`src/rtl/instruction_fetch_unit.sv`:
```
// MIPS instruction fetch stage: PC register, single-cycle instruction memory
// requests, IF/ID register and a one-word skid buffer for stalls.
// Optional macro BRANCH_DELAY_SLOT_EN keeps the word fetched on a redirect edge.
module instruction_fetch_unit #(
  parameter logic [31:0] RESET_PC = 32'h0000_0000
) (
  input  logic        clk,
  input  logic        reset,
  output logic        Imem_Req,
  output logic [31:0] Imem_Addr,
  input  logic        Imem_Ready,
  input  logic [31:0] Imem_Data,
  input  logic        Stall,
  input  logic        Flush,
  input  logic        Jump,
  input  logic [31:0] Jump_Target_32,
  input  logic        Branch_Taken,
  input  logic [31:0] Branch_Offset_32,
  output logic [31:0] PC,
  output logic [31:0] Instr_ID,
  output logic [31:0] PC_Plus4_ID,
  output logic        Valid_ID
);

  typedef enum logic [1:0] {
    RST_WAIT = 2'd0,
    FETCH    = 2'd1,
    STALLED  = 2'd2
  } state_t;

  state_t      state_q, state_d;
  logic [31:0] pc_q, pc_d;
  logic [31:0] instr_q, instr_d;
  logic [31:0] pc4_q, pc4_d;
  logic        valid_q, valid_d;
  logic [31:0] skid_q, skid_d;

  logic        transfer;
  logic        redirect;
  logic [31:0] pc_plus4;
  logic [31:0] jump_target;
  logic [31:0] branch_target;

  // Upper index bits fall off the word-to-byte shift; targets wrap mod 2^32.
  logic unused_target_hi;
  assign unused_target_hi = ^{Jump_Target_32[31:30], Branch_Offset_32[31:30]};

  // Request and address depend on registered state only.
  assign Imem_Req    = (state_q == FETCH);
  assign Imem_Addr   = pc_q;
  assign PC          = pc_q;
  assign Instr_ID    = instr_q;
  assign PC_Plus4_ID = pc4_q;
  assign Valid_ID    = valid_q;

  assign transfer      = Imem_Req & Imem_Ready;
  assign redirect      = (Jump | Branch_Taken) & valid_q & ~Stall;
  assign pc_plus4      = pc_q + 32'd4;
  assign jump_target   = {Jump_Target_32[29:0], 2'b00};
  assign branch_target = pc4_q + {Branch_Offset_32[29:0], 2'b00};

  always_comb begin
    // NOTE: every next-state variable gets a default first so no path leaves it unassigned (no latch).
    state_d = state_q;
    pc_d    = pc_q;
    instr_d = instr_q;
    pc4_d   = pc4_q;
    valid_d = valid_q;
    skid_d  = skid_q;

    if (Flush) begin
      // Skid word is dropped; PC never advanced past it, so it is refetched.
      valid_d = 1'b0;
      state_d = FETCH;
    end else if (redirect) begin
      pc_d    = Jump ? jump_target : branch_target;
      state_d = FETCH;
`ifdef BRANCH_DELAY_SLOT_EN
      if (state_q == STALLED) begin
        instr_d = skid_q;
        pc4_d   = pc_plus4;
        valid_d = 1'b1;
      end else if (transfer) begin
        instr_d = Imem_Data;
        pc4_d   = pc_plus4;
        valid_d = 1'b1;
      end else begin
        valid_d = 1'b0;
      end
`else
      valid_d = 1'b0;
`endif
    end else begin
      unique case (state_q)
        RST_WAIT: state_d = FETCH;
        FETCH: begin
          if (Stall) begin
            if (transfer) begin
              skid_d  = Imem_Data;
              state_d = STALLED;
            end
          end else if (transfer) begin
            instr_d = Imem_Data;
            pc4_d   = pc_plus4;
            valid_d = 1'b1;
            pc_d    = pc_plus4;
          end else begin
            valid_d = 1'b0;
          end
        end
        STALLED: begin
          if (!Stall) begin
            instr_d = skid_q;
            pc4_d   = pc_plus4;
            valid_d = 1'b1;
            pc_d    = pc_plus4;
            state_d = FETCH;
          end
        end
        default: state_d = RST_WAIT;
      endcase
    end
  end

  // NOTE: sequential state uses non-blocking assignments so all registers update from pre-edge values.
  always_ff @(posedge clk or posedge reset) begin
    if (reset) begin
      state_q <= RST_WAIT;
      pc_q    <= RESET_PC;
      instr_q <= '0;
      pc4_q   <= '0;
      valid_q <= 1'b0;
      // NOTE: skid occupancy is encoded by STALLED; its data is reset only to keep it deterministic.
      skid_q  <= '0;
    end else begin
      state_q <= state_d;
      pc_q    <= pc_d;
      instr_q <= instr_d;
      pc4_q   <= pc4_d;
      valid_q <= valid_d;
      skid_q  <= skid_d;
    end
  end

endmodule

```
`config.mk`:
```
export PLATFORM = sky130hd
export DESIGN_NAME = instruction_fetch_unit
export DESIGN_NICKNAME = d
export VERILOG_FILES = /design/src/rtl/instruction_fetch_unit.sv
export SDC_FILE = /design/constraint.sdc
export NUM_CORES = 1
export LEC_CHECK = 0
export CAP_MARGIN = 20
export CORE_ASPECT_RATIO = 0.5
export CORE_MARGIN = 1
export CORE_UTILIZATION = 35
export DETAILED_ROUTE_END_ITERATION = 8
export PLACE_DENSITY = 0.68
export REMOVE_ABC_BUFFERS = 1
export SETUP_SLACK_MARGIN = 0.2
export SLEW_MARGIN = 20
export SYNTH_ARGS = -nofsm -noshare
export SYNTH_HDL_FRONTEND = slang
export SYNTH_SLANG_ARGS = --single-unit
```
`constraint.sdc`:
```
create_clock -name clk -period 5.4 [get_ports clk]
set_input_delay 0.54 -clock clk [delete_from_list [all_inputs] [get_ports clk]]
set_output_delay 0.54 -clock clk [all_outputs]
set_load 0.005 [all_outputs]
```
==> After elaboration in Yosys (flattened, before gate mapping) <==
Cells that the tools add are included.
{ "word_totals": {"ff_bits": 131, "inputBits": 103, "out_inout_bits": 130} }
{ "op_classes": {"add_sub_neg": 2, "n_eq_ne": 12, "muxes": 22, "bitwise_logic": 7, "reduce_logical": 9} }
{ "ops": {"columns": ["cell", "n"], "rows": [
  ["two-way mux 32 bit", 8],
  ["one-hot mux 32 bit (2 select lines)", 2],
  ["adder 32 x 3 -> 32 bit, second input constant", 1],
  ["adder 32 bit", 1],
  ["two-way mux 2 bit", 5],
  ["AND reduction 5 bit", 2],
  ["inequality test 4 x 1 -> 1 bit, second input constant", 2],
  ["one-hot mux 2 bit (3 select lines)", 1],
  ["AND reduction 3 bit", 2],
  ["AND reduction 6 bit", 1],
  ["two-way mux 1 bit", 5],
  ["inequality test 2 bit, second input constant", 2],
  ["inequality test 4 x 2 -> 1 bit, second input constant", 1],
  ["inequality test 4 bit, second input constant", 1],
  ["nonzero test 4 bit", 1],
  ["bitwise AND 1 bit", 3],
  ["inequality test 3 x 1 -> 1 bit, second input constant", 1],
  ["inequality test 3 x 2 -> 1 bit, second input constant", 1],
  ["inequality test 3 bit, second input constant", 1],
  ["inverter 1 bit", 3],
  ["nonzero test 3 bit", 1],
  ["== test 2 x 1 -> 1 bit, second input constant", 1],
  ["== test 2 bit, second input constant", 1],
  ["logical NOT 2 bit", 1],
  ["other kinds (4)", 4]
]} }

==> Depth between registers and ports, before layout <==
Gate-level depths: netlist of run 1.
{ "depth": {"ltp_word": 7, "depth_mapped": 11} }

==> Least setup slack after synthesis of run 1 <==
Ideal clock, no wire load.
{ "synth_path": {"kind": "input-to-reg", "start": "in Branch_Offset_32[0]", "end": "reg pc_q[18] (netlist: Imem_Addr[18])", "setup_time_ns": 0.083, "arrival_ns": 2.771, "required_time_ns": 5.317, "setup_slack_ns": 2.546, "stages": 9, "path_buffers": 0, "cell_sequence": "ha_1 -> fa_1 -> a211oi_1 -> o21ai_1 -> a311oi_2 -> o21ai_0 -> a2111oi_0 -> a41oi_1 -> o21ai_0"} }
{ "synth_via": {"elab_chain_cells": 3} }
{ "synth_rtl": {"columns": ["item", "line_no", "source"], "rows": [
  ["start: declaration", "18", "input logic [31:0] Branch_Offset_32,"],
  ["adder 32 bit", "60", "assign branch_target = pc4_q + {Branch_Offset_32[29:0], 2'b00};"],
  ["two-way mux 32 bit", "76", "pc_d = Jump ? jump_target : branch_target;"],
  ["two-way mux 32 bit", "75", "end else if (redirect) begin"],
  ["end signal: assignment", "137", "pc_q <= pc_d;"],
  ["end: declaration", "32", "logic [31:0] pc_q, pc_d;"]
]} }
Every way passes these cells.
A chain may end at the register's enable or synchronous reset.

==> Worst setup path in the final report of run 1 <==
{ "layout_path": {"start": "reg state_q[0]", "end": "reg pc_q[27] (netlist: Imem_Addr[27])"} }
{ "layout_via": {"elab_chain_cells": 4} }
{ "layout_rtl": {"columns": ["item", "line_no", "source"], "rows": [
  ["start: declaration", "31", "state_t state_q, state_d;"],
  ["start signal: assignment", "136", "state_q <= state_d;"],
  ["== test 2 x 1 -> 1 bit", "49, 94", null],
  ["bitwise AND 1 bit", "56", "assign transfer = Imem_Req & Imem_Ready;"],
  ["inequality test 3 x 1 -> 1 bit (no source line)", null, null],
  ["AND reduction 5 bit (no source line)", null, null]
]} }
Several ways; a longest one is shown, not always the timed one.

==> results.cfg, run 1 <==
[status]
outcome = finished, final reports clean

[sta]
skew_ns = 0.00949
hold_viol = 0
setup_violations = 0
fmax_mhz = 292
slew_headroom_pct = 34.4
period_share_pct = 63.3
fin_crit_ns = 3.42
slew_viol_final = 0
rsz0062_at_grt = no
worstMarginPinSlew_ns = 0.984
fin_ws_ns = 1.98

[cts]
cts_tree = yes
cts_root_buffer = clkbuf_16
insertion_delay_ns = 0.44
cts_resized = 0
cts_inserted_buffers = 17
clk_pin_slew_ns = 0.06
htree_levels = 4
clockBufferDepth = 2
postCtsSetupBuffers = 0
hold_buffers = 0
cts_sinks = 131

[power_and_ir_drop]
ir_drop_v = 0.000228
p_comb_share_pct = 48.8
intPower_mw = 3.67
clock_power_share_pct = 20.0
powerDensity_nw_per_um2 = 530
leakagePower_nw = 4.59
sw_frac_of_total_pct = 39.3
seqPwrFrac_pct = 31.2
p_switching_mw = 2.37

[layout]
final_core_util_pct = 48.9
areaGrowthSynthToFinish_pct = 34.3
final_common_cell = clkdlybuf4s50_1
drive_above_1_share_pct = 8.68
design_area_um2 = 11400
layout_common_cells = 228 x clkdlybuf4s50_1, 131 x dfrtp_1, 122 x nand2_1, 119 x o21ai_0, 66 x nor2_1
layout.area.seq_um2 = 3280
fillers = 2184
n_antenna_cell = 0
nets = 1266
multi_input_area_um2 = 4690

[worst_hold_path]
hold_path.class = register to register
hold_path_end = Instr_ID[9]$_DFFE_PP0P_
hp-start = Instr_ID[9]$_DFFE_PP0P_
holdPathStages = 2

[setup_path]
rrSetupSlack_ns = 1.98
r2r_end = Imem_Addr[27]$_DFFE_PP0P_
crit_arrival_ns = 3.79
worstReg2RegStart = state_q[0]$_DFFE_PP0P_
crit_path_start_kind = register
cp.required_ns = 5.77
cp_max_fo = 37
path_class = register to register
reg2reg_depth = 11
crit_path_end_kind = register

[route]
met3WireLength_mm = 1.45
routed_wl_mm = 27.4
vias = 7814
wire_per_inst_um = 18.9
wl_met2_mm = 12.9
wl_met1_mm = 12.4
drc_errors = 0
ant_nets = 0
topRoutingLayerUsed = met4
viasPerCell = 5.40
drtPass1Iterations = 5
first_iter_violations = 485

[grt]
grt_pass1_wl_mm = 43.4
grt.overflow.total = 0
grt_pass1_vias = 7641
grt_util_all_layers_pct = 22.4
grt_antenna_before_repair = 1
grt_max_degree = 49

[synth]
yosysSeqAreaShare_pct = 38.6
synth-main-ff-cell = dfrtp_1
async_flop_share_pct = 100
synth_cells = 951
synth_seq_cells = 131
syn_area_um2 = 8490
synth-edff-count = 0
ys_types = 73
postSynthAreaPerCell_um2 = 8.93
yosys_warnings = 0

[floorplan]
start_util_pct = 36.4
fp.dieW_um = 222
fp-row-count = 39
io_pins = 233
die_y_um = 112
die_area_um2 = 24900
core_area_um2 = 23300

[placement]
gp_congestion = 0.938
place.port_buffers = 228
dpl.hpwl_mm = 20.6
pre_cts_slack_ns = 1.63
postPlaceCellArea_um2 = 10800

[flow_run]
maxCapViolations = 0
==> worst max-delay path, cell delays in order, from the launching register on <==
cell       delay [ns]
dfrtp_1          0.40
inv_1            0.12
ha_2             0.18
buf_4            0.52
mux2i_1          0.15
nor2_1           0.42
nor2_1           0.07
nor2_1           0.61
buf_4            0.30
o221ai_1         0.17
a2111oi_4        0.21
a32o_1           0.20
==> cells by family (layout without fill, tap and decap cells) <==
logic type / count (synthesis) / count (layout) / share of synthesized area [%]
AO/OA/AOI/OAI: 272 / 272 / 19.4
buffers and inverters: 101 / 291 / 6.38
AND/OR/NAND/NOR: 289 / 289 / 16.0
flip-flops: 131 / 131 / 38.6
XOR/XNOR: 48 / 48 / 4.95
multiplexers: 75 / 75 / 9.42
adder cells (fa/ha/maj): 35 / 35 / 5.25
==> worst max path at each step <==
stage,start,end,slack (ns),cells after the start
finish,state_q[0]$_DFFE_PP0P_,Imem_Addr[27]$_DFFE_PP0P_,1.98,11
global route,Branch_Offset_32[0],Imem_Addr[18]$_DFFE_PP0P_,1.82,10
CTS,state_q[0]$_DFFE_PP0P_,Imem_Addr[27]$_DFFE_PP0P_,2.04,11
detailed placement,Branch_Offset_32[0],Imem_Addr[18]$_DFFE_PP0P_,1.63,10
global placement,Branch_Offset_32[0],Imem_Addr[18]$_DFFE_PP0P_,1.68,10
floorplan,state_q[0]$_DFFE_PP0P_,PC_Plus4_ID[0]$_DFFE_PP0P_,-1.15,5
==> metrics by stage <==
stage,power [mW],TNS (ns),hold slack (ns),cells
after detailed placement,4.82,0,0.470,1416
after global routing,6.46,0,0.516,1448
after CTS,6.06,0,0.484,1448
after floorplan,3.31,-73.16,0.473,869
final,6.04,0,0.479,1448
after global placement,4.75,0,0.464,1416
==> area by class of cell <==
type | instances | area share, %
repair buffers | 240 | 20.8
multi-input cells | 719 | 41.2
clock inverters | 11 | 1.34
well taps | 307 | 3.37
flip-flops and latches | 131 | 28.7
clock buffers | 21 | 3.95
inverters | 19 | 0.647
==> layer usage <==
layer / up-vias / track usage [%]
met4: 0 / 7.59
met2: 233 / 35.6
met1: 3792 / 30.2
li1: 3752 / -
met3: 37 / 4.92
met5: - / 0
==> sequential cells by signal, indices dropped and copies added (netlist names) <==
signal,cells
Imem_Addr,32
Instr_ID,32
PC_Plus4_ID,32
skid_q,32
state_q,2
Valid_ID,1
==> power by group through the flow <==
stage,registers [mW],logic [mW],clock network [mW]
floorplan,1.82,1.49,0
global placement,1.87,2.88,0
detailed placement,1.90,2.92,0
CTS,1.89,2.94,1.23
global route,1.95,3.23,1.28
finish,1.89,2.95,1.21
==> cell usage after synthesis, types with 4 or more instances <==
master / count / area [um2]
a211oi_1: 10 / 75.1
a21o_1: 5 / 37.5
a21oi_1: 61 / 305
a31oi_1: 11 / 68.8
a32o_1: 4 / 40.0
and2_1: 4 / 25.0
and3_1: 8 / 50.1
and4_1: 4 / 35.0
buf_2: 5 / 25.0
buf_4: 34 / 255
clkbuf_1: 39 / 146
dfrtp_1: 131 / 3280
ha_1: 34 / 425
inv_1: 19 / 71.3
mux2_2: 39 / 439
mux2i_1: 36 / 360
nand2_1: 122 / 458
nand3_1: 27 / 135
nand4_1: 13 / 81.3
nor2_1: 66 / 248
nor2b_1: 6 / 37.5
nor3_1: 18 / 90.1
o21a_1: 6 / 45.0
o21ai_0: 119 / 596
o22ai_1: 7 / 43.8
o31ai_1: 5 / 37.5
o41ai_1: 4 / 35.0
xnor2_1: 21 / 184
xor2_1: 27 / 236
(Power assumes the default switching activity.)
==> inputs of run 2 (changes only) <==
Settings changed: PLACE_DENSITY 0.68 to 0.71.
Clock period 5.4 ns to 2.94 ns, I/O delays scaled along.
==> run 2 against run 1 <==
  * Power is 92% higher
  * Flip-flop and latch count unchanged
  * Via count grew 4.8%
  * Die area did not move
  * Clock power increased by 78%
  * Sequential share of layout area decreased by 1.2 points
  * Hold slack lost 0.20 ns
  * Fmax grew 26%
  * Global-route usage up 0.66 points
  * Clock-buffer cell count shrank 4
  * Non-clock buffer count grew 58
  * Combinational power increased by 100%
  * Critical path type unchanged
  * Largest cell class unchanged
==> results.cfg, run 2 (synthesized netlist as in run 1, its figures left out) <==
[power_and_ir_drop]
clock_power_share_pct = 18.5
ir_drop_v = 0.000386
sw_frac_of_total_pct = 39.6
intPower_mw = 7.02
seqPwrFrac_pct = 29.8
p_comb_share_pct = 51.7
p_switching_mw = 4.61
leakagePower_nw = 4.89
powerDensity_nw_per_um2 = 975

[floorplan]
fp-row-count = 39
io_pins = 233
die_area_um2 = 24900
die_y_um = 112
fp.dieW_um = 222
start_util_pct = 36.4
core_area_um2 = 23300

[cts]
cts_sinks = 131
cts_inserted_buffers = 17
clk_pin_slew_ns = 0.06
hold_buffers = 0
cts_root_buffer = clkbuf_16
insertion_delay_ns = 0.45
clockBufferDepth = 2
cts_tree = yes
htree_levels = 4

[layout]
final_core_util_pct = 51.1
fillers = 2184
n_antenna_cell = 0
final_common_cell = clkdlybuf4s50_1
layout_common_cells = 228 x clkdlybuf4s50_1, 131 x dfrtp_1, 122 x nand2_1, 114 x o21ai_0, 68 x buf_4
multi_input_area_um2 = 4770
drive_above_1_share_pct = 14.3
areaGrowthSynthToFinish_pct = 40.4
layout.area.seq_um2 = 3280
nets = 1324

[route]
drtPass1Iterations = 5
wire_per_inst_um = 19.1
first_iter_violations = 597
routed_wl_mm = 28.8
vias = 8188
ant_nets = 0
drc_errors = 0
viasPerCell = 5.44

[setup_path]
cp_max_fo = 3
path_buf_inv = 3
crit_arrival_ns = 3.01
crit_path_start_kind = register
cp.required_ns = 3.24
cpPeakStageDelay_ns = 0.41
crit_path_end_kind = register
cpMaxStageDelayCell = dfrtp_1
path_delay_family = compound AO/OA/AOI/OAI gates
path_cells = ha_4 -> fa_2 -> a211oi_2 -> buf_4 -> o21ai_4 -> a311oi_2 -> buf_4 -> o31a_1 -> buf_4 -> xor2_4 -> o21ai_0
path_class = register to register
cp_common_cell = buf_4

[grt]
grt_antenna_before_repair = 0
grt_max_degree = 81
grt_pass1_wl_mm = 44.5
grt_util_all_layers_pct = 23.0
grt.overflow.total = 0
grt_pass1_vias = 7875

[placement]
pre_cts_slack_ns = -0.292
gp_congestion = 0.935
place.port_buffers = 228
dpl.hpwl_mm = 21.8

[worst_hold_path]
hold_path.class = input port to asynchronous set/reset pin

[status]
outcome = finished, final reports clean

[sta]
setup_violations = 0
slew_headroom_pct = 58.8
skew_ns = 0.00898
fin_ws_ns = 0.234
fin_crit_ns = 2.71
rsz0062_at_grt = yes
hold_viol = 0
fmax_mhz = 370
worstMarginPinSlew_ns = 0.615
slew_viol_final = 0
period_share_pct = 92.0

[flow_run]
maxCapViolations = 0
## run 2: area by class of cell
class	instances	area share, %
clock buffer	17	3.57
tap	307	3.22
sequential	131	27.5
timing repair buffer	298	23.8
multi-input combinational	719	40.0
inverter	19	0.619
clock inverter	15	1.30
## run 2: worst reg2reg max path: stages, from the launching register on
cell and delay (ns):
dfrtp_1 0.41, ha_4 0.18, fa_2 0.40, a211oi_2 0.18, buf_4 0.16, o21ai_4 0.08
a311oi_2 0.29, buf_4 0.17, o31a_1 0.21, buf_4 0.17, xor2_4 0.19, o21ai_0 0.10
## run 2: path summary, 6_finish.rpt
check / depth (start not counted) / to / slack (ns) / from
max: 11 / Imem_Addr[20]$_DFFE_PP0P_ / 0.23 / PC_Plus4_ID[2]$_DFFE_PP0P_
min: 2 / PC_Plus4_ID[2]$_DFFE_PP0P_ / 0.28 / reset
max reg2reg: 11 / Imem_Addr[20]$_DFFE_PP0P_ / 0.23 / PC_Plus4_ID[2]$_DFFE_PP0P_
min reg2reg: 2 / Instr_ID[7]$_DFFE_PP0P_ / 0.48 / Instr_ID[7]$_DFFE_PP0P_
max in group asynchronous: 3 / PC_Plus4_ID[24]$_DFFE_PP0P_ / 1.87 / reset
min in group clk: 2 / Instr_ID[7]$_DFFE_PP0P_ / 0.48 / Instr_ID[7]$_DFFE_PP0P_
## run 2: metrics by stage
stage	instances	TNS, ns	area, um2	hold WS (ns)	power [mW]
3_3_place_gp	1469	-0.827	11200	0.462	9.13
3_5_place_dp	1469	-0.946	11200	0.473	9.25
2_1_floorplan	869	-347.39	8020	0.360	6.08
4_1_cts	1502	0	11800	0.282	11.5
5_1_grt	1506	0	11900	0.331	12.4
6_report	1506	0	11900	0.275	11.6
## run 2: power by group through the flow
stage / clock (mW) / sequential [mW] / combinational, mW
after global routing: 2.28 / 3.56 / 6.52
after detailed placement: 0 / 3.47 / 5.77
after CTS: 2.20 / 3.45 / 5.87
final: 2.15 / 3.46 / 6.01
after global placement: 0 / 3.42 / 5.71
after floorplan: 0 / 3.35 / 2.73
## run 2: timing repair
item	in CTS	in global routing
setup endpoints to repair	4	6
gates cloned	0	0
pin swaps	2	8
resized for setup	8	12
buffers inserted	1	4
## run 2: routing by layer
layer | part of all wire (%) | vias up | routed length, um | GRT usage [%]
li1 | - | 3874 | - | -
met1 | 44 | 3999 | 12700 | 30.4
met2 | 47 | 281 | 13700 | 37.6
met3 | 6.8 | 34 | 1950 | 4.92
met4 | 1.8 | 0 | 532 | 7.87
met5 | 0 | - | 0 | 0
==> inputs of run 3 (changes only) <==
Settings changed: GPL_ROUTABILITY_DRIVEN set to 0.
==> run 3 against run 2 <==
  * Non-clock buffer count decreased by 13
  * Clock-buffer cell count increased by 2
  * Routed wire length decreased by 4.1%
  * Critical endpoint is now Imem_Addr[24]$_DFFE_PP0P_
  * Largest cell class unchanged
==> results.cfg, run 3 (synthesized netlist as in run 1, its figures left out) <==
[layout]
areaGrowthSynthToFinish_pct = 39.4
final_common_cell = clkdlybuf4s50_1
n_antenna_cell = 0
nets = 1311
layout_common_cells = 228 x clkdlybuf4s50_1, 130 x dfrtp_1, 122 x nand2_1, 115 x o21ai_0, 66 x nor2_1
drive_above_1_share_pct = 12.9

[route]
viasPerCell = 5.52
drc_errors = 0
drtPass1Iterations = 6
first_iter_violations = 711
vias = 8231
wire_per_inst_um = 18.5
ant_nets = 0
routed_wl_mm = 27.6

[grt]
grt_pass1_wl_mm = 43.1
grt_pass1_vias = 7947
grt.overflow.total = 0
grt_util_all_layers_pct = 22.1
grt_max_degree = 72
grt_antenna_before_repair = 0

[floorplan]
core_area_um2 = 23300
die_y_um = 112
io_pins = 233
die_area_um2 = 24900
fp-row-count = 39
fp.dieW_um = 222
start_util_pct = 36.4

[setup_path]
cp.required_ns = 3.25
crit_path_end_kind = register
cp_max_fo = 3
cp_common_cell = buf_4
path_delay_family = compound AO/OA/AOI/OAI gates
cpMaxStageDelayCell = dfrtp_1
cpPeakStageDelay_ns = 0.40
rrSetupSlack_ns = 0.31
path_class = register to register
path_buf_inv = 2
crit_path_start_kind = register
crit_arrival_ns = 2.95
path_cells = ha_2 -> fa_2 -> a211oi_2 -> buf_4 -> o21ai_2 -> a311oi_2 -> buf_4 -> o31a_1 -> a21oi_1 -> nor4_1 -> nor3_1

[power_and_ir_drop]
total_power_mw = 11.5
ir_drop_v = 0.000466
powerDensity_nw_per_um2 = 972
leakagePower_nw = 4.84

[placement]
place.port_buffers = 228
dpl.hpwl_mm = 20.9

[sta]
slew_headroom_pct = 48.6
hold_viol = 0
fin_crit_ns = 2.63
period_share_pct = 89.6
rsz0062_at_grt = yes
worstMarginPinSlew_ns = 0.770
setup_violations = 0
skew_ns = 0.00721
fmax_mhz = 380
final.setup.tns_ns = 0
slew_viol_final = 0

[cts]
cts_sinks = 131
clockBufferDepth = 2
cts_tree = yes
htree_levels = 4
clk_pin_slew_ns = 0.06
hold_buffers = 0
cts_root_buffer = clkbuf_16
insertion_delay_ns = 0.44
cts_inserted_buffers = 17

[flow_run]
maxCapViolations = 0

[worst_hold_path]
hold_path.class = input port to asynchronous set/reset pin

[status]
outcome = finished, final reports clean
-- run 3: cell count changes in the layout (fill, tap and decap cells not counted), sizes merged --
| cell | delta |
|---|---|
| inv | -3 |
| clkinvlp | -1 |
| clkbuf | +2 |
| bufinv | +2 |
| clkinv | -1 |
| buf | -13 |
-- run 3: worst paths after layout --
| path | start | cells past startpoint | endpoint |
|---|---|---|---|
| worst max-delay path | PC_Plus4_ID[2]$_DFFE_PP0P_ | 11 | Imem_Addr[24]$_DFFE_PP0P_ |
| worst min-delay path | reset | 2 | PC_Plus4_ID[2]$_DFFE_PP0P_ |
| worst max register to register | PC_Plus4_ID[2]$_DFFE_PP0P_ | 11 | Imem_Addr[24]$_DFFE_PP0P_ |
| worst min register to register | Instr_ID[14]$_DFFE_PP0P_ | 2 | Instr_ID[14]$_DFFE_PP0P_ |
| max in group asynchronous | reset | 3 | Instr_ID[20]$_DFFE_PP0P_ |
| min in group clk | Instr_ID[14]$_DFFE_PP0P_ | 2 | Instr_ID[14]$_DFFE_PP0P_ |
-- run 3: where the power goes --
part           leakage (nW)  switching (mW)  internal, mW
registers              1.62           0.849          2.61
clock network         0.303           0.843          1.44
logic                  2.92            2.72          3.03
-- run 3: per-layer routing --
layer	vias up	global-route usage [%]	part of all wire, %
met1	3945	28.3	42
met4	0	8.33	2.5
met2	389	36.6	48
met3	59	5.03	7.7
li1	3838	-	-
met5	-	0	0
-- run 3: what timing repair did --
action / CTS / global route
cloned: 0 / 0
setup endpoints to repair: 2 / 13
setup buffers: 0 / 3
gates resized for setup: 0 / 13
pin swaps: 0 / 7
-- run 3: final cells by class --
cell class                      instances  area [um2]
Fill cell                            2163       11500
Multi-Input combinational cell        719        4720
Sequential cell                       131        3280
Timing Repair Buffer                  285        2750
Clock buffer                           19         443
Tap cell                              307         384
Clock inverter                         12         181
Inverter                               19        73.8
-- run 3: through the flow --
| step | std cells | hold slack, ns | util, % | setup WS, ns | cell area (um2) |
|---|---|---|---|---|---|
| after floorplan | 869 | 0.360 | - | -3.61 | 8020 |
| after global placement | 1458 | 0.463 | 47.8 | -0.142 | 11200 |
| after detailed placement | 1458 | 0.471 | 47.8 | -0.143 | 11200 |
| after CTS | 1489 | 0.182 | 50.5 | 0.187 | 11800 |
| after global routing | 1492 | 0.204 | 50.7 | 0.167 | 11800 |
| final | 1492 | 0.187 | 50.7 | 0.306 | 11800 |
